$ cat config.mk
export PLATFORM = sky130hd
export DESIGN_NAME = uart_tx_arbiter
export DESIGN_NICKNAME = d
export VERILOG_FILES = /design/src/rtl/uart_pkg.sv /design/src/rtl/rr_pick.sv /design/src/rtl/uart_tx_arbiter.sv
export SDC_FILE = /design/constraint.sdc
export NUM_CORES = 1
export LEC_CHECK = 0
export ABC_AREA = 1
export CAP_MARGIN = 10
export CORE_ASPECT_RATIO = 1.4
export CORE_UTILIZATION = 27
export DETAILED_ROUTE_END_ITERATION = 8
export SYNTH_ARGS = -nofsm -noshare
export SYNTH_HDL_FRONTEND = slang
export SYNTH_HIERARCHICAL = 1
export SYNTH_SLANG_ARGS = --single-unit
$ cat constraint.sdc
create_clock -name clk -period 5.05 [get_ports clk]
set_input_delay 1.515 -clock clk [delete_from_list [all_inputs] [get_ports clk]]
set_output_delay 1.515 -clock clk [all_outputs]
set_load 0.02 [all_outputs]
$ cat src/rtl/uart_pkg.sv
// Shared definitions for the uart transmit arbiter: byte width and arbiter FSM states.
package uart_pkg;

  localparam int BYTE_W = 8;

  typedef enum logic [2:0] {
    S_IDLE,
    S_FETCH,
    S_ISSUE,
    S_WAIT_ACK,
    S_WAIT_DONE
  } state_t;

endpackage

$ cat src/rtl/rr_pick.sv
// Combinational round-robin selector: first set request at or after ptr, wrapping modulo N.
module rr_pick #(
  parameter int N  = 4,
  parameter int IW = 2
) (
  input  logic [N-1:0]  req,
  input  logic [IW-1:0] ptr,
  output logic          any,
  output logic [IW-1:0] index
);

  logic [IW-1:0] cand;

  assign any = |req;

  // Walk offsets from farthest to nearest so the nearest set request wins.
  always_comb begin
    index = '0;
    cand  = '0;
    for (int i = N - 1; i >= 0; i--) begin
      cand = IW'((int'(ptr) + i) % N);
      if (req[cand]) index = cand;
    end
  end

endmodule

$ cat src/rtl/uart_tx_arbiter.sv
// Packet-level round-robin arbiter sharing one uart transmitter among NUM_REQ byte sources,
// with a per-byte fetch timeout that revokes a stalled grant.
module uart_tx_arbiter
  import uart_pkg::*;
#(
  parameter int NUM_REQ       = 4,
  parameter int FETCH_TIMEOUT = 1024
) (
  input  logic                              clk,
  input  logic                              reset,
  input  logic [NUM_REQ-1:0]                req_valid,
  input  logic [NUM_REQ-1:0][BYTE_W-1:0]    req_data,
  input  logic [NUM_REQ-1:0]                req_last,
  output logic [NUM_REQ-1:0]                req_ready,
  output logic [BYTE_W-1:0]                 din,
  output logic                              tx_valid,
  input  logic                              tx_ready,
  output logic                              grant_valid,
  output logic [$clog2(NUM_REQ)-1:0]        grant_id,
  output logic                              abort,
  output state_t                            state_dbg
);

  localparam int          IW      = $clog2(NUM_REQ);
  localparam logic [15:0] TMO_MAX = 16'(FETCH_TIMEOUT - 1);

  state_t        state;
  logic [IW-1:0] last_grant;
  logic [IW-1:0] rr_ptr;
  logic [15:0]   tmo_cnt;
  logic          last_q;
  logic          pick_any;
  logic [IW-1:0] pick_idx;

  assign state_dbg = state;
  assign rr_ptr    = (last_grant == IW'(NUM_REQ - 1)) ? '0 : last_grant + IW'(1);

  rr_pick #(.N(NUM_REQ), .IW(IW)) u_rr_pick (
    .req   (req_valid),
    .ptr   (rr_ptr),
    .any   (pick_any),
    .index (pick_idx)
  );

  // Handshake: a byte moves when req_valid[i] and req_ready[i] are both high at a rising
  // edge; req_ready is only ever high for the granted requester while in S_FETCH.
  always_ff @(posedge clk or posedge reset) begin
    if (reset) begin
      state       <= S_IDLE;
      req_ready   <= '0;
      din         <= '0;
      tx_valid    <= 1'b0;
      grant_valid <= 1'b0;
      grant_id    <= '0;
      abort       <= 1'b0;
      tmo_cnt     <= '0;
      last_q      <= 1'b0;
      last_grant  <= IW'(NUM_REQ - 1);
    end else begin
      tx_valid <= 1'b0;
      abort    <= 1'b0;
      case (state)
        S_IDLE: begin
          if (pick_any) begin
            grant_id    <= pick_idx;
            grant_valid <= 1'b1;
            req_ready   <= NUM_REQ'(1) << pick_idx;
            state       <= S_FETCH;
          end
        end
        S_FETCH: begin
          if (req_valid[grant_id]) begin
            din       <= req_data[grant_id];
            last_q    <= req_last[grant_id];
            tmo_cnt   <= '0;
            req_ready <= '0;
            tx_valid  <= 1'b1;
            state     <= S_ISSUE;
          end else if (tmo_cnt == TMO_MAX) begin
            abort       <= 1'b1;
            grant_valid <= 1'b0;
            last_grant  <= grant_id;
            req_ready   <= '0;
            tmo_cnt     <= '0;
            state       <= S_IDLE;
          end else begin
            tmo_cnt <= tmo_cnt + 16'd1;
          end
        end
        S_ISSUE: state <= S_WAIT_ACK;
        S_WAIT_ACK: begin
          if (!tx_ready) state <= S_WAIT_DONE;
        end
        S_WAIT_DONE: begin
          if (tx_ready) begin
            if (last_q) begin
              grant_valid <= 1'b0;
              last_grant  <= grant_id;
              state       <= S_IDLE;
            end else begin
              req_ready <= NUM_REQ'(1) << grant_id;
              state     <= S_FETCH;
            end
          end
        end
        default: state <= S_IDLE;
      endcase
    end
  end

endmodule

==> Yosys cells after proc, flatten, opt, wreduce, memory -nomap -nowiden <==
Index checks and enable logic that the tools add are counted.
{ "totals": {"input_bits": 43, "elab_cells": 96, "register_bits": 39, "output_inout_bits": 20} }
{ "op_classes": {"n_lt_le_gt_ge": 5, "mux": 50, "shifts": 2, "eq_ne": 14, "addsub": 5, "reduce_logical": 10} }
{ "ops": {"columns": ["op", "count"], "rows": [
  ["16-bit 2-to-1 mux", 2],
  ["4-bit 2-to-1 mux", 5],
  ["2-bit 2-to-1 mux", 9],
  ["1-bit 2-to-1 mux", 17],
  ["16-bit by 1-bit adder with 16-bit output, second input constant", 1],
  ["8-bit binary-select mux with 2-bit select", 1],
  ["16-bit by 10-bit equality test with 1-bit output, second input constant", 1],
  ["2-bit by 3-bit less-than comparator with 1-bit output, second input constant", 5],
  ["3-bit 2-to-1 mux", 5],
  ["3-bit one-hot mux with 5 select lines", 1],
  ["2-bit inequality test, second input constant", 7],
  ["1-bit binary-select mux with 2-bit select", 6],
  ["4-bit one-hot mux with 3 select lines", 1],
  ["5-bit AND reduction", 2],
  ["8-bit 2-to-1 mux", 1],
  ["1-bit by 2-bit << shifter with 4-bit output, first input constant", 2],
  ["3-bit by 2-bit equality test with 1-bit output, second input constant", 2],
  ["6-bit AND reduction", 1],
  ["2-bit by 1-bit adder with 2-bit output, second input constant", 2],
  ["2-bit adder, second input constant", 2],
  ["2-bit one-hot mux with 2 select lines", 1],
  ["2-bit AND reduction", 2],
  ["4-bit AND reduction", 1],
  ["4-bit OR reduction", 1],
  ["other kinds (8)", 8]
]} }

==> Logic depth before layout (Yosys ltp) <==
Gate-level depths: netlist (run 1).
{ "depth": {"word_depth": 12, "mapped_depth": 19, "depth_no_buf": 19} }

==> By module <==
The synthesis (run 1) kept the hierarchy.
{ "modules_own_cells": {"columns": ["mod", "cells_each", "area_each_um2", "n_inst"], "rows": [
  ["uart_tx_arbiter", 327, 2382.3, 1],
  ["rr_pick", 46, 188.9, 1]
]} }

==> Least setup slack after synthesis (run 1) <==
OpenSTA, ideal clock, no wires.
{ "synth_path": {"kind": "input port to flip-flop", "startpoint": "input req_valid[2]", "endpoint": "register req_ready[2]", "setup_ns": 0.065, "t_arrival_ns": 2.552, "path_buffers": 0, "cell_stages": 17, "slack_ns": 2.433, "cell_sequence": "inv_1 nand2_1 nand2_1 nand2_2 nand2_1 nand2_1 nand2_1 nand2_1 nand2_1 inv_1 inv_1 nand2_1 o21ai_0 inv_1 nor2_1 nand3_1 nand2_1"} }
{ "synth_between": {"elab_chain_len": 9, "elab_cells_between_ends": 22} }
{ "synth_rtl": {"columns": ["item", "line", "rtl"], "rows": [
  ["start, declared", "uart_tx_arbiter.sv:11", "input logic [NUM_REQ-1:0] req_valid,"],
  ["1-bit binary-select mux with 2-bit select", "rr_pick.sv:22", "if (req[cand]) index = cand;"],
  ["1-bit 2-to-1 mux (not written as such)", "rr_pick.sv:22", null],
  ["2-bit 2-to-1 mux (3 in series)", "rr_pick.sv:22", null],
  ["2-bit 2-to-1 mux *", "rr_pick.sv:22", null],
  ["named net pick_idx[0]", "uart_tx_arbiter.sv:33", "logic [IW-1:0] pick_idx;"],
  ["1-bit by 2-bit << shifter with 4-bit output *", "uart_tx_arbiter.sv:67", "req_ready <= NUM_REQ'(1) << pick_idx;"],
  ["4-bit 2-to-1 mux *", "uart_tx_arbiter.sv:64", "if (pick_any) begin"],
  ["4-bit one-hot mux with 3 select lines *", "uart_tx_arbiter.sv:62", "case (state)"],
  ["end signal, assigned", "uart_tx_arbiter.sv:67", null],
  ["end signal, assigned", "uart_tx_arbiter.sv:101", "req_ready <= NUM_REQ'(1) << grant_id;"],
  ["end, declared", "uart_tx_arbiter.sv:14", "output logic [NUM_REQ-1:0] req_ready,"]
]} }
Mark *: on every way through the listed nets, which the timed path passes. The rest lies on a longest branch. The select of a mux whose other input is x is not followed.
A chain may end at the register's enable or synchronous reset.

==> Worst setup path in the final report (run 1) <==
{ "layout_path": {"startpoint": "register grant_id[1]", "endpoint": "output grant_id[1]"} }
{ "layout_lines": {"columns": ["item", "line", "rtl"], "rows": [
  ["start, declared", "uart_tx_arbiter.sv:19", "output logic [$clog2(NUM_REQ)-1:0] grant_id,"],
  ["start signal, assigned", "uart_tx_arbiter.sv:65", "grant_id <= pick_idx;"]
]} }
No word-level cell between the ends.

==> results.txt, run 1 <==
The run finished, with violations left. The checks that failed: design-rule violations. Counting both buffers and inverters, the worst setup path holds a total of 1.

The area of the mapped netlist came out at 2570 µm². The share of power burned in the clock network came out at 0.176. The total power after layout is 1.89 mW. The cell type with the largest total area after synthesis is dfrtp_1.

The pin count of the biggest net entering global routing is 40. The power per standard cell area is 551 nW/µm². The final design instance area without fill came out at 3430 µm². The die covers 9920 µm².

The number of buffers added for setup after CTS came out at 0. The synthesized netlist contains 31 unique library cells. The number of warnings reported in the yosys synthesis log is 6. The wire length of the first global-routing pass is 11.8 mm.

The congestion estimate from routability-driven global placement came to 0.843. In this run the standard cell core region covers 9130 µm². For this design, the slowest cell found on the critical path is clkdlybuf4s50_1.

The synthesized instance count came out at 373. Along the worst path, the maximum fanout reaches 13. The average vias per placed instance is 4.80. The total overflow reported by the global router came out at 0. The detailed-route via count is 2595. In this run the most used layer during global routing was met2. After clock tree synthesis, the clock-pin slew on the worst setup and hold paths is 60 ps. The floorplan has 41 rows.

The count of hold buffers inserted by post-cts repair is 0. 63 I/O pins were placed. The CTS tree is built. The horizontal die dimension came out at 84.5 µm. The worst slew margin relative to its limit is 0.664. Sorting the synthesized cells by how often they occur yields nand2_1, nor2_1, dfrtp_1. The share of layout cells above drive strength 1 came out at 0.0806. Setup total negative slack on the finished layout was measured at 0 ps.

Setup repair after global routing left no endpoint under its margin. The critical path data required time is 3540 ps. In this run, the number of DRC markers left after iteration 0 of detailed routing was 138. The combined global-route utilization of all metal layers is 0.150. The post-detailed-placement half-perimeter wirelength is 5.31 mm. The element type at the critical path start is a flop. The analysis attributes to net switching a power of 0.876 mW. The most used flip-flop cell after synthesis is dfrtp_1. TritonCTS created 5 clock buffers.

The worst hold path class is reg2reg. Yosys attributes the largest share of cell area to dfrtp_1, nand2_1, nor2_1. The count of buffers inserted at the top-level ports is 62.

The area taken by multi-input logic gates is 1370 µm². The number of max-slew violations in the final report came to 0. The post-cts gate resize count came out at 0. The flip-flop and latch area came out at 978 µm². The number of nets in the layout came out at 478.

The length of the first detailed-routing pass in iterations came out at 9. The number of synthesized register bits is 39. The slew of the pin with the lowest slew margin came out at 504 ps. The post-synthesis sequential area ratio came out at 0.381.

STA classifies the critical path endpoint as a primary output. The number of failing setup endpoints in the final timing report came out at 0. The peak supply drop came out at 236 µV.

Dividing the final minimum period by the clock period gives 0.619. The internal power came out at 1.01 mW. The maximum clock skew at final layout is 5.53 ps. The number of sinks handled by clock tree synthesis is 39. Data arrives at the worst endpoint at 1610 ps. The delay of the slowest critical-path stage came out at 700 ps.

Timing would allow up to 0.320 GHz. The maximum clock insertion buffer count is 2. Clock tree synthesis selected as its root buffer the cell clkbuf_16.

In the global route stage, met2 resource usage came out at 0.277. The detail route stage leaves a number of antenna-violating nets equal to 0. Dividing the detail-routed wire length by the instance count gives 13.0 µm. The clock reaches the later pin of the worst-skew pair after 280 ps.

The routing usage on met1 is 0.166. nand2_1 is the most common cell in the netlist. The proportion of netlist area held by the largest area contributor is 0.360. The met3 demand-to-capacity share in global routing came out at 0.0252. Of all flip-flops after synthesis, the portion carrying an async set or reset was 1.00.

The synthesized design contains 0 enable-type register cells. The part of the power in combinational logic is 0.562. The H-tree was split into 2 levels.

The filler cell count came out at 980. The signal on the critical path passes through clkdlybuf4s50_1. The fraction of power consumed by sequential logic came out at 0.261. The minimum setup slack among reg-to-reg paths is 2740 ps. The placed instances occupy a cell area of 3270 µm². The number of nets in the synthesized netlist is 418. The vertical die dimension is 117 µm.

The leakage power total is 1.59 nW. The signed area change from the synthesized netlist to the final layout is 33.3%. The clock period minus final worst setup slack came out at 3130 ps. The number of antenna violations at the first check in global routing is 0. The starting density of the core is 0.282. The count of final hold-check violations was 0. The worst setup path is of the reg2out kind. The number of diodes came out at 0. The post-route DRC violation count came out at 1. Across the run, the number of max-cap violations was 0.

The post-synthesis area per instance came out at 6.89 µm². The via count of the first global-routing pass came to 2538. Of the total power, the share spent switching nets is 0.464.

The final routed wirelength across all metal layers is 7.05 mm. The kind of cell with the highest combined delay along the critical path is buffers and inverters.
==> layout by cell type, fill, tap and decap left out, drive strengths merged <==
| master | instances |
|---|---|
| clkinvlp | 1 |
| ha | 2 |
| dfrtp | 37 |
| nand3b | 1 |
| a21oi | 3 |
| nor2 | 50 |
| clkdlybuf4s50 | 62 |
| inv | 39 |
| nand3 | 38 |
| xor2 | 6 |
| o21ai | 34 |
| o22ai | 16 |
| nand4 | 3 |
| xnor2 | 2 |
| dfstp | 2 |
| nor3 | 3 |
| and2 | 1 |
| buf | 2 |
| o211ai | 1 |
| nand2 | 124 |
| clkbuf | 7 |
==> metrics by stage <==
step | hold slack (ps) | worst slack (ps) | cells | utilization
floorplan | 444 | 2430 | 373 | -
global placement | 459 | 1860 | 533 | 0.358
detailed placement | 462 | 1790 | 533 | 0.358
CTS | 474 | 1920 | 541 | 0.375
global route | 494 | 1740 | 541 | 0.375
finish | 470 | 1920 | 541 | 0.375
==> final timing paths <==
path | startpoint | to | cells after the start
max reg2reg | last_grant[0]$_DFFE_PP1P_ | req_ready[0]$_DFFE_PP0P_ | 18
min in group asynchronous | reset | din[3]$_DFFE_PP0P_ | 3
min reg2reg | last_grant[1]$_DFFE_PP1P_ | last_grant[1]$_DFFE_PP1P_ | 2
min | last_grant[1]$_DFFE_PP1P_ | last_grant[1]$_DFFE_PP1P_ | 2
max | grant_id[1]$_DFFE_PP0P_ | grant_id[1] | 1
max in group asynchronous | reset | last_grant[0]$_DFFE_PP1P_ | 3
==> registers in the layout (all words and copies together) (netlist names) <==
name	count
grant_valid	1
last_grant	2
state_dbg	3
req_ready	4
tx_valid	1
din	8
abort	1
last_q	1
tmo_cnt	16
grant_id	2
==> per-layer routing <==
layer,up-vias,share of wire
met1,1207,0.40
met5,-,0
li1,1319,-
met2,57,0.54
met3,12,0.037
met4,0,0.028
==> power by group through the flow <==
stage	registers [mW]	clock network, mW	logic, mW
after global placement	0.498	0	1.04
final	0.493	0.333	1.06
after floorplan	0.553	0	0.701
after detailed placement	0.496	0	1.06
after CTS	0.492	0.341	1.07
after global routing	0.507	0.355	1.20
==> final cells by class <==
| cell class | instances | share of cell area |
|---|---|---|
| timing repair buffer | 64 | 0.185 |
| clock buffer | 7 | 0.0445 |
| inverter | 39 | 0.0434 |
| tap | 107 | 0.0391 |
| clock inverter | 1 | 0.00219 |
| sequential | 39 | 0.285 |
| multi-input combinational | 284 | 0.400 |
==> kinds of logic after synthesis <==
kind of cell / after synthesis / synth area share
simple gates: 220 / 0.381
compound gates: 54 / 0.115
buf+inv: 50 / 0.0861
xor+xnor: 8 / 0.0273
flops: 39 / 0.381
fa+ha+maj: 2 / 0.00973
No activity file was read; power rests on OpenSTA's default activity.
==> run 2: changes to the inputs <==
==> constraint.sdc (replaced) <==
create_clock -name clk -period 3 [get_ports clk]
set_input_delay 0.9 -clock clk [delete_from_list [all_inputs] [get_ports clk]]
set_output_delay 0.9 -clock clk [all_outputs]
set_load 0.02 [all_outputs]
==> results.txt, run 2 (same netlist as run 1, synthesis figures left out) <==
The achievable frequency is 0.398 GHz. The arrival time at the worst endpoint is 1610 ps (about the same). The critical path data required time is 2100 ps (was 3540 ps). The clock input transition at the sequential cells of the worst setup and hold paths came out at 60 ps (about the same). The category of the critical setup timing path is reg2out (unchanged).

The number of maximum-capacitance constraint violations is 0 (unchanged). The share of power burned in the clock network is 0.174 (was 0.176). The placement row count is 41 (unchanged). Outcome: complete, but fails checks (unchanged). The slew of the pin with the lowest slew margin is 507 ps (was 504 ps).

The post-route DRC violation count was 1 (unchanged). The count of buffer and inverter cells on the critical path was 1 (unchanged). The element type at the critical path start is a flop (unchanged).

The number of sinks handled by clock tree synthesis came to 39 (unchanged). The number of buffers inserted during clock tree synthesis came out at 5 (unchanged). The pin count of the biggest net entering global routing came to 40 (unchanged). The worst-path maximum fanout came out at 13 (unchanged). The CTS tree is built (unchanged).

The count of final hold-check violations was 0 (unchanged). The worst setup slack after placement is 382 ps (was 1790 ps). The net switching fraction of the power came to 0.457 (was 0.464). The delay of the slowest critical-path stage came to 700 ps (about the same). The final estimated routing congestion in global placement came out at 0.897 (was 0.843). The count of buffers inserted at the top-level ports came out at 62 (unchanged). Biggest regs: tmo_cnt x16, din x8, req_ready x4 (unchanged). The power spent charging and discharging nets came out at 1.46 mW (was 0.876 mW). The count of hold buffers inserted by post-cts repair came out at 0 (unchanged).

Failing checks: design-rule violations (unchanged). The family of cells with the greatest summed delay on the critical path is buffers and inverters (unchanged). The maximum clock skew at final layout came out at 3.61 ps (was 5.53 ps). The worst hold path class is reg2reg (unchanged). The maximum clock insertion buffer count came out at 2 (unchanged).

The peak supply drop is 440 µV (was 236 µV). The signed area change from the synthesized netlist to the final layout is 34.1% (was 33.3%). The number of diodes is 0 (unchanged). The power per standard cell area is 923 nW/µm² (was 551 nW/µm²). The part of the power in combinational logic came out at 0.562 (about the same). The combined global-route utilization of all metal layers came out at 0.149 (was 0.150). The vertical die dimension is 117 µm (unchanged). The post-cts gate resize count is 0 (unchanged). The worst-path cell with the longest stage delay is clkdlybuf4s50_1 (unchanged). The I/O pin count came to 63 (unchanged). Series of cell instances along the critical path: clkdlybuf4s50_1 (unchanged). The horizontal die dimension is 84.5 µm (unchanged). The length of the first detailed-routing pass in iterations came out at 8 (was 9).

The number of max-slew violations in the final report is 0 (unchanged). The number of antenna violations at the first check in global routing is 0 (unchanged). The remaining antenna violation count came to 0 (unchanged). The average wire per cell in the routed design is 12.9 µm (was 13.0 µm). The number of buffers added for setup after CTS is 0 (unchanged).

The most frequent standard cell in the layout excluding fill and tap cells is nand2_1 (unchanged). The clock latency reported for the late side of the worst-skew pair is 280 ps (about the same). The worst slew margin relative to its limit came to 0.662 (was 0.664). The final routed wirelength across all metal layers is 7.00 mm (was 7.05 mm).

The depth of the CTS H-tree came to 2 (unchanged). The leakage power total came out at 1.60 nW (was 1.59 nW). The area taken by multi-input logic gates came out at 1370 µm² (unchanged). The register with the most flip-flops was tmo_cnt (unchanged). The final critical-path setup slack was 490 ps (was 1920 ps). The via count of the first global-routing pass came out at 2518 (was 2538). The fraction of power consumed by sequential logic came to 0.264 (was 0.261). Most frequent cells in the layout: nand2_1, clkdlybuf4s50_1, nor2_1 (unchanged). The total overflow reported by the global router came out at 0 (unchanged). The core footprint came out at 9130 µm² (unchanged). The endpoint type of the worst setup path is a primary output (unchanged).

The violation count after the first detailed-route iteration came to 144 (was 138). The number of failing setup endpoints in the final timing report is 0 (unchanged). The internal power came out at 1.73 mW (was 1.01 mW).

The clock period minus final worst setup slack came out at 2510 ps. The full die area is 9920 µm² (unchanged). Of the available clock period, the critical path in the final layout requires 0.837.

The final-layout setup total negative slack is 0 ps (unchanged). The number of nets in the layout came out at 481 (was 478). The wire length of the first global-routing pass is 11.8 mm (about the same). The average vias per placed instance is 4.79 (was 4.80). The library cell used as clock root buffer was clkbuf_16 (unchanged). The filler cell count came to 966 (was 980). The share of layout cells above drive strength 1 is 0.0847 (was 0.0806).

The starting density of the core came to 0.282 (unchanged). The detailed-route via count is 2605 (was 2595). The number of flip-flops in the largest register came out at 16 (unchanged). The post-detailed-placement half-perimeter wirelength came to 5.42 mm (was 5.31 mm). The flip-flop and latch area came out at 978 µm² (unchanged). RSZ-0062 raised after global routing: no (unchanged).
run 2: cell types whose count changed in the layout (fill, tap and decap cells not counted), sizes merged:
cell and delta:
clkbuf +1, buf +3, clkinvlp -1
run 2: cell type report:
class / instances / area share
multi-input combinational: 284 / 0.398
timing repair buffer: 67 / 0.191
sequential: 39 / 0.284
clock buffer: 8 / 0.0454
inverter: 39 / 0.0432
tap: 107 / 0.0388
run 2: power groups by stage:
| stage | clock (mW) | sequential, mW | combinational (mW) |
|---|---|---|---|
| 2_1_floorplan | 0 | 0.932 | 1.18 |
| 3_5_place_dp | 0 | 0.852 | 1.80 |
| 3_3_place_gp | 0 | 0.849 | 1.77 |
| 4_1_cts | 0.566 | 0.845 | 1.80 |
| 5_1_grt | 0.583 | 0.869 | 2.03 |
| 6_report | 0.554 | 0.842 | 1.79 |
run 2: through the flow:
step           hold slack [ps]  power (mW)  cells   util  instance area, µm²
4_1_cts                    466        3.21    544  0.378                3450
6_report                   464        3.18    544  0.378                3450
3_3_place_gp               457        2.62    536  0.360                3290
2_1_floorplan              444        2.11    373      -                2570
5_1_grt                    491        3.48    544  0.378                3450
3_5_place_dp               460        2.65    536  0.360                3290
run 2: metal layers:
metal  part of all wire  track usage  up-vias
li1                   -            -     1326
met1               0.40        0.162     1210
met2               0.55        0.285       60
met3              0.031       0.0238        9
met4              0.018       0.0540        0
met5                  0            0        -
run 2: worst register-to-register path, cell delays in order (launching register included):
cell     delay (ps)
dfstp_2         370
ha_1            190
nor2_1          380
inv_2           160
nand2_1         130
nand3_1         100
nand2_1          80
nand2_1          70
nand2_1          60
nand2_1          40
nand2_1          50
inv_1            30
inv_1            50
nand2_1          50
o21ai_0         130
inv_1           100
nor2_1          120
nand3_1          70
nand2_1          70
run 2: path summary, 6_finish.rpt:
kind                                           startpoint                        end  slack, ps  depth (start not counted)
worst max-delay path              grant_id[1]$_DFFE_PP0P_                grant_id[1]        490                          1
worst min-delay path            last_grant[1]$_DFFE_PP1P_  last_grant[1]$_DFFE_PP1P_        460                          2
worst max register to register  last_grant[0]$_DFFE_PP1P_   req_ready[2]$_DFFE_PP0P_        690                         18
worst min register to register  last_grant[1]$_DFFE_PP1P_  last_grant[1]$_DFFE_PP1P_        460                          2
max in group asynchronous                           reset  last_grant[0]$_DFFE_PP1P_       1590                          3
min in group asynchronous                           reset         din[3]$_DFFE_PP0P_       1050                          3
==> run 3: changes to the inputs <==
==> constraint.sdc (replaced) <==
create_clock -name clk -period 2.2 [get_ports clk]
set_input_delay 0.66 -clock clk [delete_from_list [all_inputs] [get_ports clk]]
set_output_delay 0.66 -clock clk [all_outputs]
set_load 0.02 [all_outputs]
==> results.txt, run 3 (same netlist as run 1, synthesis figures left out) <==
Outcome: complete, but fails checks (unchanged). Failing checks: design-rule violations (unchanged). The slew of the pin with the lowest slew margin came out at 350 ps (was 507 ps). The signed area change from the synthesized netlist to the final layout came out at 41.2% (was 34.1%). The depth of the CTS H-tree was 2 (unchanged). The total power after layout came out at 4.66 mW (was 3.18 mW). Most frequent cells in the layout: nand2_1, clkdlybuf4s50_1, nor2_1 (unchanged). The family of cells with the greatest summed delay on the critical path is buffers and inverters (unchanged). The number of failing setup endpoints in the final timing report is 0 (unchanged). The remaining antenna violation count came out at 0 (unchanged). The pin count of the biggest net entering global routing came to 40 (unchanged).

The average vias per placed instance is 4.77 (was 4.79). The number of maximum-capacitance constraint violations came out at 0 (unchanged). The arrival time at the worst endpoint is 1390 ps (was 1610 ps). The element type at the critical path start is a flop (unchanged). The count of final hold-check violations is 0 (unchanged). The wire length of the first global-routing pass came out at 12.4 mm (was 11.8 mm).

The endpoint type of the worst setup path is a primary output (unchanged). The worst-path cell with the longest stage delay is clkdlybuf4s50_1 (unchanged). The full die area is 9920 µm² (unchanged). Of the available clock period, the critical path in the final layout requires 0.930.

The leakage power total is 1.71 nW (was 1.60 nW). The I/O pin count came out at 63 (unchanged). The violation count after the first detailed-route iteration is 131 (was 144). The power per standard cell area is 1280 nW/µm² (was 923 nW/µm²). The critical path data required time is 1540 ps (was 2100 ps).

The worst-case hold slack came to 485 ps (was 464 ps). The delay of the slowest critical-path stage is 650 ps (was 700 ps). The worst-path maximum fanout came to 5 (was 13). The number of diodes was 0 (unchanged). The number of sinks handled by clock tree synthesis is 39 (unchanged). The starting density of the core came to 0.282 (unchanged). The achievable frequency came out at 0.489 GHz. The count of buffers inserted at the top-level ports is 62 (unchanged).

The cell area after placement is 3380 µm² (was 3290 µm²). The most frequent standard cell in the layout excluding fill and tap cells was nand2_1 (unchanged). The count of buffer and inverter cells on the critical path came to 1 (unchanged).

The final design instance area without fill came out at 3630 µm² (was 3450 µm²). The final-layout setup total negative slack was 0 ps (unchanged). The clock period minus final worst setup slack is 2050 ps. The clock latency reported for the late side of the worst-skew pair came to 280 ps (about the same).

Biggest regs: tmo_cnt x16, din x8, req_ready x4 (unchanged). The core footprint is 9130 µm² (unchanged). The share of layout cells above drive strength 1 is 0.156 (was 0.0847).

Series of cell instances along the critical path: clkdlybuf4s50_1 (unchanged). The placement row count is 41 (unchanged). The minimum setup slack among reg-to-reg paths is 210 ps (was 690 ps). The number of antenna violations at the first check in global routing came out at 0 (unchanged). The register with the most flip-flops is tmo_cnt (unchanged). The category of the critical setup timing path is reg2out (unchanged). The detailed-route via count is 2659 (was 2605). The CTS tree is built (unchanged).

The maximum clock skew at final layout came out at 3.74 ps (was 3.61 ps). The average wire per cell in the routed design is 13.0 µm (was 12.9 µm). The library cell used as clock root buffer is clkbuf_16 (unchanged).

The worst slew margin relative to its limit was 0.767 (was 0.662). The number of buffers inserted during clock tree synthesis is 5 (unchanged). The length of the first detailed-routing pass in iterations came to 8 (unchanged). The post-route DRC violation count is 1 (unchanged).

The total overflow reported by the global router came out at 0 (unchanged). The via count of the first global-routing pass is 2624 (was 2518). The final routed wirelength across all metal layers came out at 7.22 mm (was 7.00 mm). The post-detailed-placement half-perimeter wirelength is 5.43 mm (was 5.42 mm). The maximum clock insertion buffer count is 2 (unchanged).

The utilization after layout was 0.398 (was 0.378). The number of max-slew violations in the final report came to 0 (unchanged). The final estimated routing congestion in global placement is 0.880 (was 0.897). The horizontal die dimension came out at 84.5 µm (unchanged).

The clock input transition at the sequential cells of the worst setup and hold paths came out at 60 ps (about the same). The number of nets in the layout came out at 494 (was 481). The vertical die dimension is 117 µm (unchanged). The worst hold path class is reg2reg (unchanged). The peak supply drop was 764 µV (was 440 µV). The combined global-route utilization of all metal layers came out at 0.155 (was 0.149).

The number of flip-flops in the largest register came to 16 (unchanged).
-- run 3: cell types whose count changed in the layout (fill, tap and decap cells not counted), moves of 2 or more --
cell             delta
buf_4              +11
dlymetal6s2s_1      +4
inv_1               -5
inv_2               +4
nand2_2            +11
nand2_1            -11
clkdlybuf4s50_1     -4
buf_12              +2
-- run 3: tightest hold or removal path, cell delays in order (launching register included) --
cell and delay, ps:
dfrtp_1 340, nand2_1 50, nand2_1 60
-- run 3: where the power goes --
part	internal, mW	leakage [nW]	switching [mW]	total [mW]
Sequential	0.937	0.508	0.154	1.09
Combinational	1.15	1.13	1.70	2.84
Clock	0.449	0.0739	0.273	0.722
Total	2.53	1.71	2.12	4.66
-- run 3: layer usage --
metal	vias up	part of all wire	track usage
li1	1351	-	-
met1	1247	0.41	0.177
met2	49	0.54	0.287
met3	12	0.025	0.0196
met4	0	0.024	0.0657
met5	-	0	0
-- run 3: final timing paths --
kind / to / depth (start not counted) / from
min in group asynchronous: din[3]$_DFFE_PP0P_ / 3 / reset
hold / removal: din[1]$_DFFE_PP0P_ / 2 / din[1]$_DFFE_PP0P_
hold reg to reg: din[1]$_DFFE_PP0P_ / 2 / din[1]$_DFFE_PP0P_
setup reg to reg: req_ready[0]$_DFFE_PP0P_ / 18 / last_grant[0]$_DFFE_PP1P_
setup / recovery: state_dbg[2] / 1 / state_dbg[2]$_DFFE_PP0P_
max in group asynchronous: last_grant[0]$_DFFE_PP1P_ / 3 / reset
-- run 3: cell type report --
type / instances / area, µm²
sequential: 39 / 978
clock buffer: 7 / 143
inverter: 39 / 151
tap: 107 / 134
clock inverter: 1 / 5.00
multi-input combinational: 284 / 1430
timing repair buffer: 80 / 791
fill: 914 / 5500
-- run 3: per-stage QoR --
stage | setup slack [ps] | cells
after floorplan | 241 | 373
after global placement | -91.7 | 545
after detailed placement | -191 | 545
after CTS | 16.5 | 553
after global routing | -31.3 | 557
final | 153 | 557
-- run 3: timing repair --
action                                  4_1_cts  5_1_grt
setup buffers                                 0        4
hold buffers                                  0        0
pin swaps                                     0        8
endpoints found under the setup margin        4        4
resized for setup                             1       27
